===== config.mk =====
export PLATFORM = sky130hd
export DESIGN_NAME = mxv_result_serializer
export DESIGN_NICKNAME = d
export VERILOG_FILES = /design/src/rtl/mxv_result_serializer.sv
export SDC_FILE = /design/constraint.sdc
export NUM_CORES = 1
export LEC_CHECK = 0
export CORE_UTILIZATION = 30
export CTS_CLUSTER_DIAMETER = 100
export DETAILED_ROUTE_END_ITERATION = 8
export PLACE_DENSITY = 0.48
export SLEW_MARGIN = 20
export SYNTH_ARGS = -nofsm -noshare
export SYNTH_HDL_FRONTEND = slang
export SYNTH_SLANG_ARGS = --single-unit

===== constraint.sdc =====
create_clock -name clk -period 21.2 [get_ports clk]
set_input_delay 4.24 -clock clk [delete_from_list [all_inputs] [get_ports clk]]
set_output_delay 4.24 -clock clk [all_outputs]
set_load 0.01 [all_outputs]

===== src/rtl/mxv_result_serializer.sv =====
// Captures wide mxv result words into a small FIFO and streams them out one element per cycle.
// Optional XOR checksum of emitted elements is enabled by defining MXV_RESULT_CHECKSUM_EN.
module mxv_result_serializer #(
    parameter int unsigned element_width = 32,
    parameter int unsigned no_of_units   = 8,
    parameter int unsigned fifo_depth    = 4,
    parameter int unsigned index_width   = 32
) (
    input  logic                                 clk,
    input  logic                                 reset,
    input  logic                                 start,
    input  logic [index_width-1:0]               total_elements,
    input  logic                                 in_valid,
    input  logic [no_of_units*element_width-1:0] in_data,
    output logic                                 out_valid,
    input  logic                                 out_ready,
    output logic [element_width-1:0]             out_data,
    output logic [index_width-1:0]               out_index,
    output logic [$clog2(fifo_depth):0]          fifo_level,
    output logic                                 overflow,
    output logic                                 done
`ifdef MXV_RESULT_CHECKSUM_EN
    ,
    output logic [element_width-1:0]             checksum
`endif
);
    localparam int unsigned AddrW = $clog2(fifo_depth);
    localparam int unsigned SubW  = (no_of_units > 1) ? $clog2(no_of_units) : 1;
    localparam int unsigned WordW = no_of_units * element_width;

    localparam logic [AddrW:0]           DepthCnt = (AddrW + 1)'(fifo_depth);
    localparam logic [AddrW:0]           PtrOne   = (AddrW + 1)'(1);
    localparam logic [SubW-1:0]          SubLast  = SubW'(no_of_units - 1);
    localparam logic [SubW-1:0]          SubOne   = SubW'(1);
    localparam logic [index_width-1:0]   IdxOne   = index_width'(1);

    typedef enum logic [1:0] {StIdle, StRun, StDone} state_e;

    state_e                   state_q, state_d;
    logic [WordW-1:0]         mem_q [fifo_depth];
    logic [AddrW:0]           wr_ptr_q, wr_ptr_d;
    logic [AddrW:0]           rd_ptr_q, rd_ptr_d;
    logic [SubW-1:0]          sub_q, sub_d;
    logic [index_width-1:0]   out_index_q, out_index_d;
    logic [index_width-1:0]   total_q, total_d;
    logic [element_width-1:0] out_data_q, out_data_d;
    logic                     out_valid_q, out_valid_d;
    logic                     overflow_q, overflow_d;

    logic [AddrW:0] level;
    logic           full;
    logic           accept;
    logic           last;
    logic           wrap;
    logic           push;

    // Element 0 sits in the most significant bits of the word.
    function automatic logic [element_width-1:0] pick(input logic [WordW-1:0] word,
                                                      input logic [SubW-1:0]  sel);
        logic [WordW-1:0] shifted;
        shifted = word >> ((no_of_units - 1 - 32'(sel)) * element_width);
        return shifted[element_width-1:0];
    endfunction

    assign level  = wr_ptr_q - rd_ptr_q;
    assign full   = (level == DepthCnt);
    assign accept = out_valid_q && out_ready;
    assign last   = accept && (out_index_q == total_q - IdxOne);
    assign wrap   = accept && (sub_q == SubLast);

    always_comb begin
        state_d     = state_q;
        wr_ptr_d    = wr_ptr_q;
        rd_ptr_d    = rd_ptr_q;
        sub_d       = sub_q;
        out_index_d = out_index_q;
        total_d     = total_q;
        out_data_d  = out_data_q;
        out_valid_d = 1'b0;
        overflow_d  = overflow_q;
        push        = 1'b0;

        if (start) begin
            wr_ptr_d    = '0;
            rd_ptr_d    = '0;
            sub_d       = '0;
            out_index_d = '0;
            out_data_d  = '0;
            overflow_d  = 1'b0;
            total_d     = total_elements;
            state_d     = (total_elements == '0) ? StDone : StRun;
        end else begin
            unique case (state_q)
                StRun: begin
                    if (accept) begin
                        out_index_d = out_index_q + IdxOne;
                        sub_d       = wrap ? '0 : sub_q + SubOne;
                    end
                    if (last) begin
                        // Drop the rest of the head word and anything queued behind it.
                        state_d  = StDone;
                        wr_ptr_d = '0;
                        rd_ptr_d = '0;
                        sub_d    = '0;
                    end else begin
                        if (wrap) begin
                            rd_ptr_d = rd_ptr_q + PtrOne;
                        end
                        if (in_valid) begin
                            if (!full || wrap) begin
                                push     = 1'b1;
                                wr_ptr_d = wr_ptr_q + PtrOne;
                            end else begin
                                overflow_d = 1'b1;
                            end
                        end
                        // Output stage reloads from words already stored, so a push into an
                        // empty FIFO becomes visible one cycle after fifo_level rises.
                        if (wr_ptr_q != rd_ptr_d) begin
                            out_valid_d = 1'b1;
                            out_data_d  = pick(mem_q[rd_ptr_d[AddrW-1:0]], sub_d);
                        end
                    end
                end
                default: ;
            endcase
        end
    end

    always_ff @(posedge clk) begin
        if (push) begin
            mem_q[wr_ptr_q[AddrW-1:0]] <= in_data;
        end
    end

    always_ff @(posedge clk or negedge reset) begin
        if (!reset) begin
            state_q     <= StIdle;
            wr_ptr_q    <= '0;
            rd_ptr_q    <= '0;
            sub_q       <= '0;
            out_index_q <= '0;
            total_q     <= '0;
            out_data_q  <= '0;
            out_valid_q <= 1'b0;
            overflow_q  <= 1'b0;
        end else begin
            state_q     <= state_d;
            wr_ptr_q    <= wr_ptr_d;
            rd_ptr_q    <= rd_ptr_d;
            sub_q       <= sub_d;
            out_index_q <= out_index_d;
            total_q     <= total_d;
            out_data_q  <= out_data_d;
            out_valid_q <= out_valid_d;
            overflow_q  <= overflow_d;
        end
    end

`ifdef MXV_RESULT_CHECKSUM_EN
    logic [element_width-1:0] checksum_q, checksum_d;

    always_comb begin
        checksum_d = checksum_q;
        if (start) begin
            checksum_d = '0;
        end else if (accept) begin
            checksum_d = checksum_q ^ out_data_q;
        end
    end

    always_ff @(posedge clk or negedge reset) begin
        if (!reset) begin
            checksum_q <= '0;
        end else begin
            checksum_q <= checksum_d;
        end
    end

    assign checksum = checksum_q;
`endif

    assign out_valid  = out_valid_q;
    assign out_data   = out_data_q;
    assign out_index  = out_index_q;
    assign fifo_level = level;
    assign overflow   = overflow_q;
    assign done       = (state_q == StDone);

endmodule


# Word-level counts from Yosys, hierarchy flattened
# Memory sizes are Yosys's and may differ from the RTL's.
# Index checks and enable logic that the tools add are counted.
dict set report op_classes {
  shift 1
  add_sub_neg 7
  n_eq_ne 8
  n_bitwise 0
  reduce_logical 18
  order_cmp 0
  n_mul 0
  mux 46
  div_mod_pow 0
}
# operator count
set op_table {}
lappend op_table {{$shr A256 B32 Y32} 1}
lappend op_table {{$mux W32} 7}
lappend op_table {{$mux W3} 19}
lappend op_table {{$add A32 B1 Y32 const B} 1}
lappend op_table {{$eq A32 B32 Y1} 1}
lappend op_table {{$logic_not A32 Y1} 1}
lappend op_table {{$sub A32 B1 Y32 const B} 1}
lappend op_table {{$mux W1} 16}
lappend op_table {{$reduce_bool A2 Y1} 5}
lappend op_table {{$add A3 B1 Y3 const B} 3}
lappend op_table {{$mux W2} 4}
lappend op_table {{$eq A3 B3 Y1 const B} 2}
lappend op_table {{$reduce_and A3 Y1} 2}
lappend op_table {{$reduce_bool A3 Y1} 2}
lappend op_table {{$ne A2 B2 Y1 const B} 2}
lappend op_table {{$reduce_and A2 Y1} 2}
lappend op_table {{$reduce_and A4 Y1} 1}
lappend op_table {{$sub A3 B3 Y4 const A} 1}
lappend op_table {{$logic_and A1 B1 Y1} 3}
lappend op_table {{$ne A3 B3 Y1} 1}
lappend op_table {{$sub A3 B3 Y3} 1}
lappend op_table {{$eq A2 B1 Y1 const B} 1}
lappend op_table {{$eq A2 B2 Y1 const B} 1}
lappend op_table {{$logic_not A1 Y1} 1}
lappend op_table {{$logic_or A1 B1 Y1} 1}
dict set report word_totals {
  ff_bits 109
  out_inout_bits 70
  memories 1
  ramBits 1024
  latch_bits 0
  rom_bits 0
}
# memory depth word_bits read_ports rd_clocked_by_memory_dff write_ports line_no
set memory_table {}
lappend memory_table {mem_q 4 256 1 0 1 40} ;# logic [WordW-1:0] mem_q [fifo_depth];

# Depth between registers and ports, before layout
dict set report logic_depth {
  ltp_word 12
  depth_mapped 14
  mapped_depth_nobuf 11
}

# Worst setup path after synthesis
# No wires, ideal clock.
dict set report synth_path {
  kind {input to register}
  start {input port out_ready}
  end {memory mem_q[0][0] in the netlist's numbering (enable)}
  path_buffers 1
  path_slack_ns 9.390
  path_stages 10
  arrival_time_ns 11.160
  path_cell_list {nand2_1 -> nor3_1 -> o211ai_1 -> a221o_1 -> a2111o_1 -> nor4_2 -> nand4_1 -> buf_4 -> and3_1 -> and2_1}
}
dict set report synth_via {
  elab_chain_cells 10
}
# item line_no
set synth_rtl {}
lappend synth_rtl {{start: declaration} 16} ;# input logic out_ready,
lappend synth_rtl {{$logic_and A1 B1 Y1 *} 67} ;# assign accept = out_valid_q && out_ready;
lappend synth_rtl {{$logic_and A1 B1 Y1} 69} ;# assign wrap = accept && (sub_q == SubLast);
lappend synth_rtl {{$logic_or A1 B1 Y1} 110} ;# if (!full || wrap) begin
lappend synth_rtl {{$mux W1} 110}
lappend synth_rtl {{$mux W1} 109} ;# if (in_valid) begin
lappend synth_rtl {{$mux W1 *} 99} ;# if (last) begin
lappend synth_rtl {{$mux W1 *} 93} ;# unique case (state_q)
lappend synth_rtl {{$mux W1 *} 83} ;# if (start) begin
lappend synth_rtl {{$mux W1 *} 131} ;# if (push) begin
lappend synth_rtl {{$mux W1 (not written as such) *} 132} ;# mem_q[wr_ptr_q[AddrW-1:0]] <= in_data;
lappend synth_rtl {{end: declaration} 40}
# Mark *: on every way between the ends. The rest lies on a longest branch, timed or not.

# Worst setup path after layout
dict set report layout_path {
  start {input port out_ready}
  end {memory mem_q[0][218] in the netlist's numbering (enable)}
}
# Same word-level chain as after synthesis.

==> metrics <==
Finished Core Util=37.0%; via count=29450; unrepaired setup endpoints after global routing=no; Rel. slew slack=roughly a quarter; Reg clk slew, reported paths=roughly 0.05 ns; vias in the first global route=~29000; Top FF cell, synth=edfxtp_1; Power Total=~5.0 mW; max-cap check violation count=0; crit path time final=about 9 ns; worst hold slack=between 0.5 and 0.6 ns; met2 wire len=~63 mm; nets=between 4000 and 5000; Seq. cell area=roughly 33000 um2; WL met3=9.61 mm; Max Used Layer=met5; Die H=between 300 and 400 um; CP required=~22 ns; M1 WL=66.8 mm; syn avg cell area=approximately 13 um2; via-per-instance ratio=4.96; Critical Path Sink Type=flip-flop; syn_nets=roughly 3800; drt total wl=142 mm; Routed wire per std cell=23.9 um; Die Wd=391 um; layout cells sized above 1=~7.1%; Critical Path Start Type=primary input; Core ar.=between 100000 and 150000 um2; number of synthesized flops with an enable pin=a little over 1000; final instance area=55500 um2; flop and latch count out of synthesis=around 1100; combined area of the multi-input logic cells=between 10000 and 15000 um2; root buffer cell=clkbuf_16; # setup viols final=0; R2R Setup Slk=14.51 ns; Post-Synthesis Cell Area=approximately 45000 um2; Fillers=approximately 14000; clock buffer depth=3; grt total ovfl=0; CTS Buf Count=roughly 130; Ports=around 360; Initial Util=a little under a third; H-tree lvl count=4; number of remaining DRC errors=0; DRT iter0 DRCs=2177; Final ANT Viol Nets=0; Post-synth ARST share=about a tenth; Pins Over Slew Limit=0; post-synth top area share=67.7%; status=finished clean; commonest non-fill, non-tap cell in the layout=edfxtp_1; Setup Skew=around 0.038 ns; post-synth top area cell=edfxtp_1; Post-CTS Setup Inserts=0; most frequent cells in the layout=1024 x edfxtp_1, 992 x nand2_1, 370 x nand3_1; ranking of synthesized cells by area=edfxtp_1 68%, nand2_1 8.2%, dfrtp_1 6.0%, nand3_1 4.1%, a31oi_1 1.8%; Yosys cell types=between 60 and 70; Tcrit/Tclk final=between 40% and 50%; CP max FO=74; pin count of the biggest net entering global routing=roughly 170; Seq/Total Area, Yosys=approximately three quarters; Lkg Pwr=18.6 nW; Post-Syn Instances=~3500; clock sinks=~1100; PD cells=between 90 and 100 nW/um2; Worst-Skew Late Latency=0.78 ns; All-Layer GR Usage=between 10% and 20%; initial antenna violation count=70; Post-CTS Resized=0; Setup CP Type=primary input to flip-flop; FP Rows=142; Warnings, synthesis=0; drt first pass iters=5; CTS Hold Bufs=0; final hold vios=0; Post-Place Cell Area=51100 um2; die area=~150000 um2; setup TNS=0 ns; Worst VDD drop=between 0.00006 and 0.00007 V; worst hold path type=flip-flop to flip-flop; Area Growth Syn to Fin=22.3%; port bufs=approximately 360; Final HPWL DP=between 80 and 90 mm; CTS tree=built; first-pass GRT wire length=205 mm; CP arrival=~9.2 ns; Worst Max-Slew Pin Slew=roughly 1.1 ns; GPL Wtd Cong=a little under 0.8; Peak Freq=approximately 110 MHz
==> through the flow <==
step,cells,setup slack (ns)
global placement,5688,11.59
CTS,5928,12.32
detailed placement,5688,11.46
finish,5934,12.35
floorplan,3487,9.39
global route,5930,12.04
==> sequential cells by signal, indices dropped and copies added (netlist names) <==
name and flops:
mem_q 1024, out_data 32, out_index 32, total_q 32, rd_ptr_q 3, sub_q 3, wr_ptr_q 3, state_q 2
out_valid 1, overflow 1
==> worst paths after layout <==
| kind | start | cells after the start | to |
|---|---|---|---|
| max | out_ready | 13 | mem_q[0][218] |
| min | total_q[31] | 1 | total_q[31] |
| max reg2reg | total_q[2] | 12 | mem_q[0][218] |
| min reg2reg | total_q[31] | 1 | total_q[31] |
| max in group asynchronous | reset | 2 | out_index[16] |
| min in group asynchronous | reset | 1 | out_index[12] |
==> report_power, final <==
part | switching (mW) | internal (mW) | leakage [nW] | total, mW
sequential | 0.0259 | 2.48 | 10.7 | 2.51
combinational | 0.133 | 0.0964 | 5.82 | 0.229
clock | 0.949 | 1.31 | 2.09 | 2.26
total | 1.11 | 3.89 | 18.6 | 5.00
==> synthesized netlist by cell type (2+ instances only) <==
cell          n
and3_1        9
a22oi_1       3
and2_1        4
a22o_1        2
nand4b_1      2
or2_2         2
buf_1         5
nand2_1     996
xor2_1       38
nor3_1       14
a21oi_1      49
nand3b_1      3
nor2b_1       5
o21ai_0      22
a2111o_1      2
and4_1       36
ha_1         10
clkbuf_1    205
mux2_2       29
edfxtp_1   1024
o21a_1        3
or3_1         6
o22ai_1       2
o2111ai_1     2
xnor2_1      35
nand3_1     370
o211ai_1      3
or4_1         7
a21o_1        2
a32oi_1      34
nand2b_1      3
nor4_1       22
a31oi_1     130
a311oi_1     33
buf_6         6
nor2_1       63
dfrtp_1     109
nand4_1     110
mux2i_1      40
nor3b_1       2
inv_1        17
==> area by class of cell <==
cell class,count,area share (%)
inverters,17,0.115
clock inverters,61,1.33
repair buffers,404,7.23
clock buffers,179,6.51
multi-input cells,2118,19.9
diodes,6,0.0271
well taps,2016,4.54
flip-flops and latches,1133,60.3
==> routing by layer <==
metal | GRT usage [%] | vias to the layer above
li1 | - | 13548
met1 | 26.5 | 14798
met2 | 27.4 | 790
met3 | 5.07 | 250
met4 | 4.45 | 64
met5 | 0 | -
==> worst max-delay path, cell delays in order <==
cell	delay (ns)
clkdlybuf4s50_1	0.47
nand2_1	0.29
nor3_1	0.12
o211ai_1	0.11
a221o_1	0.15
a2111o_1	0.12
nor4_2	0.06
nand4_1	0.09
buf_4	0.75
and3_1	0.35
and2_4	0.80
buf_4	0.85
buf_4	0.66
==> kinds of logic (layout without fill, tap and decap cells) <==
family,Yosys count,in the layout,synth area share (%)
AO/OA/AOI/OAI,301,301,4.47
XOR/XNOR,73,73,1.41
adder cells (fa/ha/maj),11,11,0.320
buffers and inverters,236,661,2.06
flip-flops,1133,1133,73.8
multiplexers,70,70,1.63
other,0,6,0
AND/OR/NAND/NOR,1663,1663,16.4
Note: power is estimated with default switching activity, not from simulation.
